$ cat config.mk
export PLATFORM = sky130hd
export DESIGN_NAME = i2s_slave_tx_flat
export DESIGN_NICKNAME = d
export VERILOG_FILES = /design/src/rtl/i2s_slave_tx_if.sv /design/src/rtl/i2s_slave_tx.sv /design/src/flat_wrapper.sv
export SDC_FILE = /design/constraint.sdc
export NUM_CORES = 1
export LEC_CHECK = 0
export CORE_MARGIN = 2
export CORE_UTILIZATION = 48
export DETAILED_ROUTE_END_ITERATION = 6
export PLACE_DENSITY_LB_ADDON = 0.12
export SYNTH_ARGS = -nofsm -noshare
export SYNTH_HDL_FRONTEND = slang
export SYNTH_SLANG_ARGS = --single-unit
$ cat constraint.sdc
create_clock -name clk -period 2.9 [get_ports clk]
set_input_delay 0.725 -clock clk [delete_from_list [all_inputs] [get_ports clk]]
set_output_delay 0.725 -clock clk [all_outputs]
set_load 0.02 [all_outputs]
$ cat src/rtl/i2s_slave_tx_if.sv
// Bus bundle for i2s_slave_tx: master clocks, sample handshake and serial output.
// underrun_cnt exists only when I2S_TX_UNDERRUN_CNT_EN is defined.
interface i2s_slave_tx_if #(
  parameter int unsigned DATA_W = 16
);
  logic              SCLK;
  logic              LRCLK;
  logic [DATA_W-1:0] smpl_lft;
  logic [DATA_W-1:0] smpl_rht;
  logic              smpl_vld;
  logic              smpl_rdy;
  logic              SDout;
  logic              underrun;
`ifdef I2S_TX_UNDERRUN_CNT_EN
  logic [7:0]        underrun_cnt;

  modport slave (
    input  SCLK, LRCLK, smpl_lft, smpl_rht, smpl_vld,
    output smpl_rdy, SDout, underrun, underrun_cnt
  );
  modport master (
    output SCLK, LRCLK, smpl_lft, smpl_rht, smpl_vld,
    input  smpl_rdy, SDout, underrun, underrun_cnt
  );
`else
  modport slave (
    input  SCLK, LRCLK, smpl_lft, smpl_rht, smpl_vld,
    output smpl_rdy, SDout, underrun
  );
  modport master (
    output SCLK, LRCLK, smpl_lft, smpl_rht, smpl_vld,
    input  smpl_rdy, SDout, underrun
  );
`endif
endinterface

$ cat src/rtl/i2s_slave_tx.sv
// I2S slave transmitter: serialises buffered stereo pairs on SDout against external SCLK/LRCLK.
// Optional saturating underrun counter enabled by macro I2S_TX_UNDERRUN_CNT_EN.
module i2s_slave_tx #(
  parameter int unsigned DATA_W = 16,
  parameter int unsigned SLOT_W = 24
) (
  input  logic          clk,
  input  logic          RST_n,
  i2s_slave_tx_if.slave bus
);

  localparam int unsigned CNT_W = 6;

  typedef enum logic [1:0] {SYNC, LEFT, RIGHT} state_t;

  state_t            state_q, state_d;
  logic [1:0]        sclk_sync, lr_sync;
  logic              sclk_prev, lr_prev;
  logic              sclk_fall, lr_fall, lr_rise;
  logic [DATA_W-1:0] buf_lft, buf_rht;
  logic [DATA_W-1:0] tx_lft, tx_rht, tx_lft_d, tx_rht_d;
  logic [DATA_W-1:0] shreg;
  logic [CNT_W-1:0]  bit_cnt;
  logic              rdy_q, sd_q, ur_q;
  logic              start_left, start_right, shift_bit;
  logic              accept, load_buf, underrun_d;

  // Two-flop synchronisers plus a registered edge pulse; LRCLK chain resets low so
  // a released reset can only produce a spurious rise, which SYNC ignores.
  always_ff @(posedge clk or negedge RST_n) begin
    if (!RST_n) begin
      sclk_sync <= 2'b00;
      lr_sync   <= 2'b00;
      sclk_prev <= 1'b0;
      lr_prev   <= 1'b0;
      sclk_fall <= 1'b0;
      lr_fall   <= 1'b0;
      lr_rise   <= 1'b0;
    end else begin
      sclk_sync <= {sclk_sync[0], bus.SCLK};
      lr_sync   <= {lr_sync[0], bus.LRCLK};
      sclk_prev <= sclk_sync[1];
      lr_prev   <= lr_sync[1];
      sclk_fall <= sclk_prev & ~sclk_sync[1];
      lr_fall   <= lr_prev & ~lr_sync[1];
      lr_rise   <= ~lr_prev & lr_sync[1];
    end
  end

  always_ff @(posedge clk or negedge RST_n) begin
    if (!RST_n) state_q <= SYNC;
    else        state_q <= state_d;
  end

  // Slot sequencing and left-frame pair selection
  always_comb begin
    state_d     = state_q;
    start_left  = 1'b0;
    start_right = 1'b0;
    load_buf    = 1'b0;
    underrun_d  = 1'b0;
    tx_lft_d    = tx_lft;
    tx_rht_d    = tx_rht;
    case (state_q)
      SYNC: begin
        if (lr_fall) begin
          state_d    = LEFT;
          start_left = 1'b1;
        end
      end
      LEFT: begin
        if (lr_rise) begin
          state_d     = RIGHT;
          start_right = 1'b1;
        end
      end
      RIGHT: begin
        if (lr_fall) begin
          state_d    = LEFT;
          start_left = 1'b1;
        end
      end
      default: state_d = SYNC;
    endcase
    if (start_left) begin
      if (!rdy_q) begin
        load_buf = 1'b1;
        tx_lft_d = buf_lft;
        tx_rht_d = buf_rht;
      end else if (bus.smpl_vld) begin
        tx_lft_d = bus.smpl_lft;
        tx_rht_d = bus.smpl_rht;
      end else begin
        underrun_d = 1'b1;
      end
    end
    accept    = bus.smpl_vld & rdy_q & ~start_left;
    shift_bit = (state_q != SYNC) & sclk_fall & ~start_left & ~start_right;
  end

  // Holding buffer and transmit pair
  always_ff @(posedge clk or negedge RST_n) begin
    if (!RST_n) begin
      rdy_q   <= 1'b1;
      buf_lft <= '0;
      buf_rht <= '0;
      tx_lft  <= '0;
      tx_rht  <= '0;
      ur_q    <= 1'b0;
    end else begin
      if (load_buf)    rdy_q <= 1'b1;
      else if (accept) rdy_q <= 1'b0;
      if (accept) begin
        buf_lft <= bus.smpl_lft;
        buf_rht <= bus.smpl_rht;
      end
      tx_lft <= tx_lft_d;
      tx_rht <= tx_rht_d;
      ur_q   <= underrun_d;
    end
  end

  // Serialiser: slot start reloads, each later SCLK fall drives one bit until SLOT_W
  always_ff @(posedge clk or negedge RST_n) begin
    if (!RST_n) begin
      shreg   <= '0;
      bit_cnt <= '0;
      sd_q    <= 1'b0;
    end else if (start_left) begin
      shreg   <= tx_lft_d;
      bit_cnt <= '0;
    end else if (start_right) begin
      shreg   <= tx_rht;
      bit_cnt <= '0;
    end else if (shift_bit) begin
      if (bit_cnt < CNT_W'(SLOT_W)) begin
        sd_q    <= shreg[DATA_W-1];
        shreg   <= shreg << 1;
        bit_cnt <= bit_cnt + CNT_W'(1);
      end else begin
        sd_q <= 1'b0;
      end
    end
  end

  assign bus.smpl_rdy = rdy_q;
  assign bus.SDout    = sd_q;
  assign bus.underrun = ur_q;

`ifdef I2S_TX_UNDERRUN_CNT_EN
  logic [7:0] ur_cnt;

  always_ff @(posedge clk or negedge RST_n) begin
    if (!RST_n)                             ur_cnt <= 8'd0;
    else if (underrun_d && ur_cnt != 8'hFF) ur_cnt <= ur_cnt + 8'd1;
  end

  assign bus.underrun_cnt = ur_cnt;
`endif

endmodule
$ cat src/flat_wrapper.sv
// flat-port wrapper written by rule: the top's interface ports become plain ports
module i2s_slave_tx_flat 
#(
  parameter int unsigned DATA_W = 16,
  parameter int unsigned SLOT_W = 24
)
  (clk, RST_n, bus_SCLK, bus_LRCLK, bus_smpl_lft, bus_smpl_rht, bus_smpl_vld, bus_smpl_rdy, bus_SDout, bus_underrun);
  i2s_slave_tx_if #(.DATA_W(DATA_W)) bus_i ();
  input  logic clk;
  input  logic RST_n;
  input wire logic [$bits(bus_i.SCLK)-1:0] bus_SCLK;
  input wire logic [$bits(bus_i.LRCLK)-1:0] bus_LRCLK;
  input wire logic [$bits(bus_i.smpl_lft)-1:0] bus_smpl_lft;
  input wire logic [$bits(bus_i.smpl_rht)-1:0] bus_smpl_rht;
  input wire logic [$bits(bus_i.smpl_vld)-1:0] bus_smpl_vld;
  output wire logic [$bits(bus_i.smpl_rdy)-1:0] bus_smpl_rdy;
  output wire logic [$bits(bus_i.SDout)-1:0] bus_SDout;
  output wire logic [$bits(bus_i.underrun)-1:0] bus_underrun;
  assign bus_i.SCLK = bus_SCLK;
  assign bus_i.LRCLK = bus_LRCLK;
  assign bus_i.smpl_lft = bus_smpl_lft;
  assign bus_i.smpl_rht = bus_smpl_rht;
  assign bus_i.smpl_vld = bus_smpl_vld;
  assign bus_smpl_rdy = bus_i.smpl_rdy;
  assign bus_SDout = bus_i.SDout;
  assign bus_underrun = bus_i.underrun;
  i2s_slave_tx #(.DATA_W(DATA_W), .SLOT_W(SLOT_W)) u_core (.clk(clk), .RST_n(RST_n), .bus(bus_i));
endmodule
==> summary.md <==
| Metric | Value |
|---|---|
| FF/Latch Area | 2500 um2 |
| Worst Tran Pin Value | 697 ps |
| Max incr delay on CP | 600 ps |
| Core box area | 9150 um2 |
| Worst-path cell chain | clkdlybuf4s50_1 |
| Layout cells sized above 1 | 10.5% |
| DPL Wire Length | 6120 um |
| CTS tree | done |
| Post-Syn Nets | 431 |
| First-pass GRT wire length | 15200 um |
| WP buf/inv | 1 |
| Post-synth top area share | 55.3% |
| Clock Pin Slew Worst Setup and Hold Paths | 80 ps |
| Die width | 101 um |
| Final period utilization | 76.8% |
| Num rows | 35 |
| RSZ-0062 raised after global routing | no |
| Largest family of logic cells by synthesized area | multiplexers |
| Slowest CP cell | clkdlybuf4s50_1 |
| Sequential fraction of the synthesis area | 55.9% |
| CTS Hold Bufs | 0 |
| Worst VDD drop | 431 uV |
| Synth Instances | 393 |
| Largest buffer count on any clock path | 2 |
| Maximum clock rate | 449 MHz |
| Worst slew margin | 53.6% |
| Clock Skews | 12.5 ps |
| Crit Path Class | reg -> out |
| Area of the mapped netlist | 4480 um2 |
| Tmin final | 2230 ps |
| Worst min-delay path class | reg -> reg |
| Post-synth ARST share | 100% |
| Worst Setup End Kind | output port |
| Yosys cell types | 42 |
| Final GP Congestion | 0.751 |
| Number of setup buffers added after CTS | 0 |
| Total negative slack | 0 ps |
| Final Max Slew Viols | 0 |
| Post-Synth Simple-Gate Area | 9.95% |
| Vias in the first global route | 2977 |
| IO Port Bufs | 39 |
| Sink Count | 100 |
| Die area | 10100 um2 |
| Vias post-DR | 2996 |
| Final net count | 465 |
| Worst EP required | 2170 ps |
| ANT cells | 0 |
| Post-synth EDFFs | 0 |
| Initial Utilization | 48.9% |
| Antenna violations before repair | 0 |
| Warnings from Yosys | 0 |
| Power density cells | 841 nW/um2 |
| Synth Flop Type | dfrtp_1 |
| Max-cap check violation count | 0 |
| Post-synthesis compound-gate area fraction | 13.8% |
| Crit-path leading delay family | buffers and inverters |
| DR vias/cell | 5.55 |
| Pwr Total | 4.26 mW |
| Mux share of post-synthesis cell area | 14.2% |
| CTS HTree Levels | 3 |
| Iter 0 DRT Violations | 142 |
| Total GRT Usage | 19.4% |
| IO Count | 40 |
| # setup viols final | 0 |
| Final Hold Fails | 0 |
| Crit-path max FO | 3 |
| Synth Register Bits | 100 |
| Fillcell total | 821 |
| Lkg Pwr | 2.18 nW |
| Adder-Cell Fraction of Synth Area | 0.279% |
| Synth area leaders | dfrtp_1 55%, mux2i_1 6.7%, mux2_1 4.3% |
| Post-cts sizing count | 0 |
| Area grow syn2layout | 13.1% |
| Critical path arrival | 1500 ps |
| Pin count of the biggest net entering global routing | 50 |
| Post-synthesis xor/xnor area fraction | 0.587% |
| CTS Buf Count | 9 |
| Grt ovf | 0 |
| Routed WL per cell | 16.6 um |
| Startpoint types | flop |
| Clk_lat worst skew | 360 ps |
| DRT Pass-1 Iters | 4 |
| Number of antenna-violating nets in the routed design | 0 |
| Die H | 101 um |
| Synthesized area per cell | 11.4 um2 |
| Multi-input gate area | 1740 um2 |
| Area leader, netlist | dfrtp_1 |
| Status | completed |
| Post-route DRC | 0 |
| Final WL | 8990 um |
| Root Driver | clkbuf_8 |
[Yosys cell counts, drive strengths merged, types with 3 or more instances]
| cell type | n |
|---|---|
| a21o | 7 |
| a221oi | 6 |
| dfrtp | 99 |
| nand2 | 23 |
| a211oi | 7 |
| a222oi | 4 |
| mux2 | 30 |
| a31oi | 8 |
| mux2i | 30 |
| a22oi | 3 |
| nand2b | 4 |
| buf | 23 |
| inv | 8 |
| and2 | 3 |
| nor2b | 3 |
| nand3 | 7 |
| o211ai | 3 |
| o21ai | 23 |
| nor2 | 44 |
| nand3b | 4 |
| clkbuf | 6 |
| a21oi | 27 |
| o22ai | 3 |
[metal layers]
| metal | share of wire [%] | global-route usage, % | vias up |
|---|---|---|---|
| met2 | 45 | 28.4 | 57 |
| li1 | - | - | 1466 |
| met3 | 4.4 | 4.65 | 6 |
| met4 | 0.86 | 5.06 | 0 |
| met5 | 0 | 0 | - |
| met1 | 50 | 28.9 | 1467 |
[where the power goes]
part	switching (mW)	leakage [nW]	internal (mW)	total [mW]
Sequential	0.348	1.18	1.96	2.30
Combinational	0.586	0.924	0.606	1.19
Clock	0.444	0.0811	0.322	0.766
Total	1.38	2.18	2.88	4.26
[flip-flops by register name (all words and copies together) (netlist names)]
name and flops:
u_core.lr_fall 1, u_core.bus.underrun 1, u_core.sclk_fall 1, u_core.sclk_sync 2, u_core.bus.SDout 1, u_core.lr_rise 1
u_core.lr_prev 1, u_core.bit_cnt 6, u_core.lr_sync 2, u_core.shreg 16, u_core.state_q 2, u_core.bus.smpl_rdy 1
u_core.buf_rht 16, u_core.tx_lft 16, u_core.tx_rht 16, u_core.buf_lft 16, u_core.sclk_prev 1
[final timing paths]
check / start / slack, ps / endpoint / cells after the start
max in group asynchronous: RST_n / 1810 / u_core.bus.smpl_rdy$_DFFE_PN1P_ / 2
max reg2reg: u_core.state_q[0]$_DFFE_PN0P_ / 750 / u_core.shreg[9]$_DFFE_PN0P_ / 5
max: u_core.bus.smpl_rdy$_DFFE_PN1P_ / 670 / bus_smpl_rdy / 1
min reg2reg: u_core.lr_sync[0]$_DFF_PN0_ / 350 / u_core.lr_sync[1]$_DFF_PN0_ / 0
min: u_core.lr_sync[0]$_DFF_PN0_ / 350 / u_core.lr_sync[1]$_DFF_PN0_ / 0
min in group asynchronous: RST_n / 380 / u_core.bit_cnt[2]$_DFFE_PN0P_ / 1
[through the flow]
| step | hold slack (ps) | setup slack [ps] | instance area (um2) | cells | util [%] |
|---|---|---|---|---|---|
| 3_5_place_dp | 335 | 464 | 4910 | 527 | 53.6 |
| 3_3_place_gp | 333 | 513 | 4910 | 527 | 53.6 |
| 6_report | 352 | 674 | 5060 | 540 | 55.3 |
| 4_1_cts | 355 | 653 | 5060 | 540 | 55.3 |
| 5_1_grt | 358 | 559 | 5060 | 540 | 55.3 |
| 2_1_floorplan | 331 | 1110 | 4480 | 393 | - |
[logic make-up after synthesis]
logic type | after synthesis
flops | 100
xor+xnor | 3
fa+ha+maj | 1
buf+inv | 37
simple gates | 96
compound gates | 96
mux | 60
[layout by cell type (no fill, tap or decap), drive strengths merged, types with 3 or more instances in the layout]
cell	n
dfrtp	99
nor2	44
clkdlybuf4s50	38
mux2i	30
mux2	30
a21oi	27
o21ai	23
nand2	23
buf	14
clkbuf	11
inv	8
a31oi	8
a211oi	7
a21o	7
nand3	7
a221oi	6
nand3b	4
a222oi	4
nand2b	4
o22ai	3
nor2b	3
a22oi	3
o211ai	3
and2	3
[area by class of cell]
type / count / share of cell area (%)
Tap cell: 111 / 2.74
Clock inverter: 2 / 0.272
Timing Repair Buffer: 52 / 9.83
Inverter: 8 / 0.593
Clock buffer: 11 / 2.79
Multi-Input combinational cell: 256 / 34.3
Sequential cell: 100 / 49.4
No activity file was read; power rests on OpenSTA's default activity.
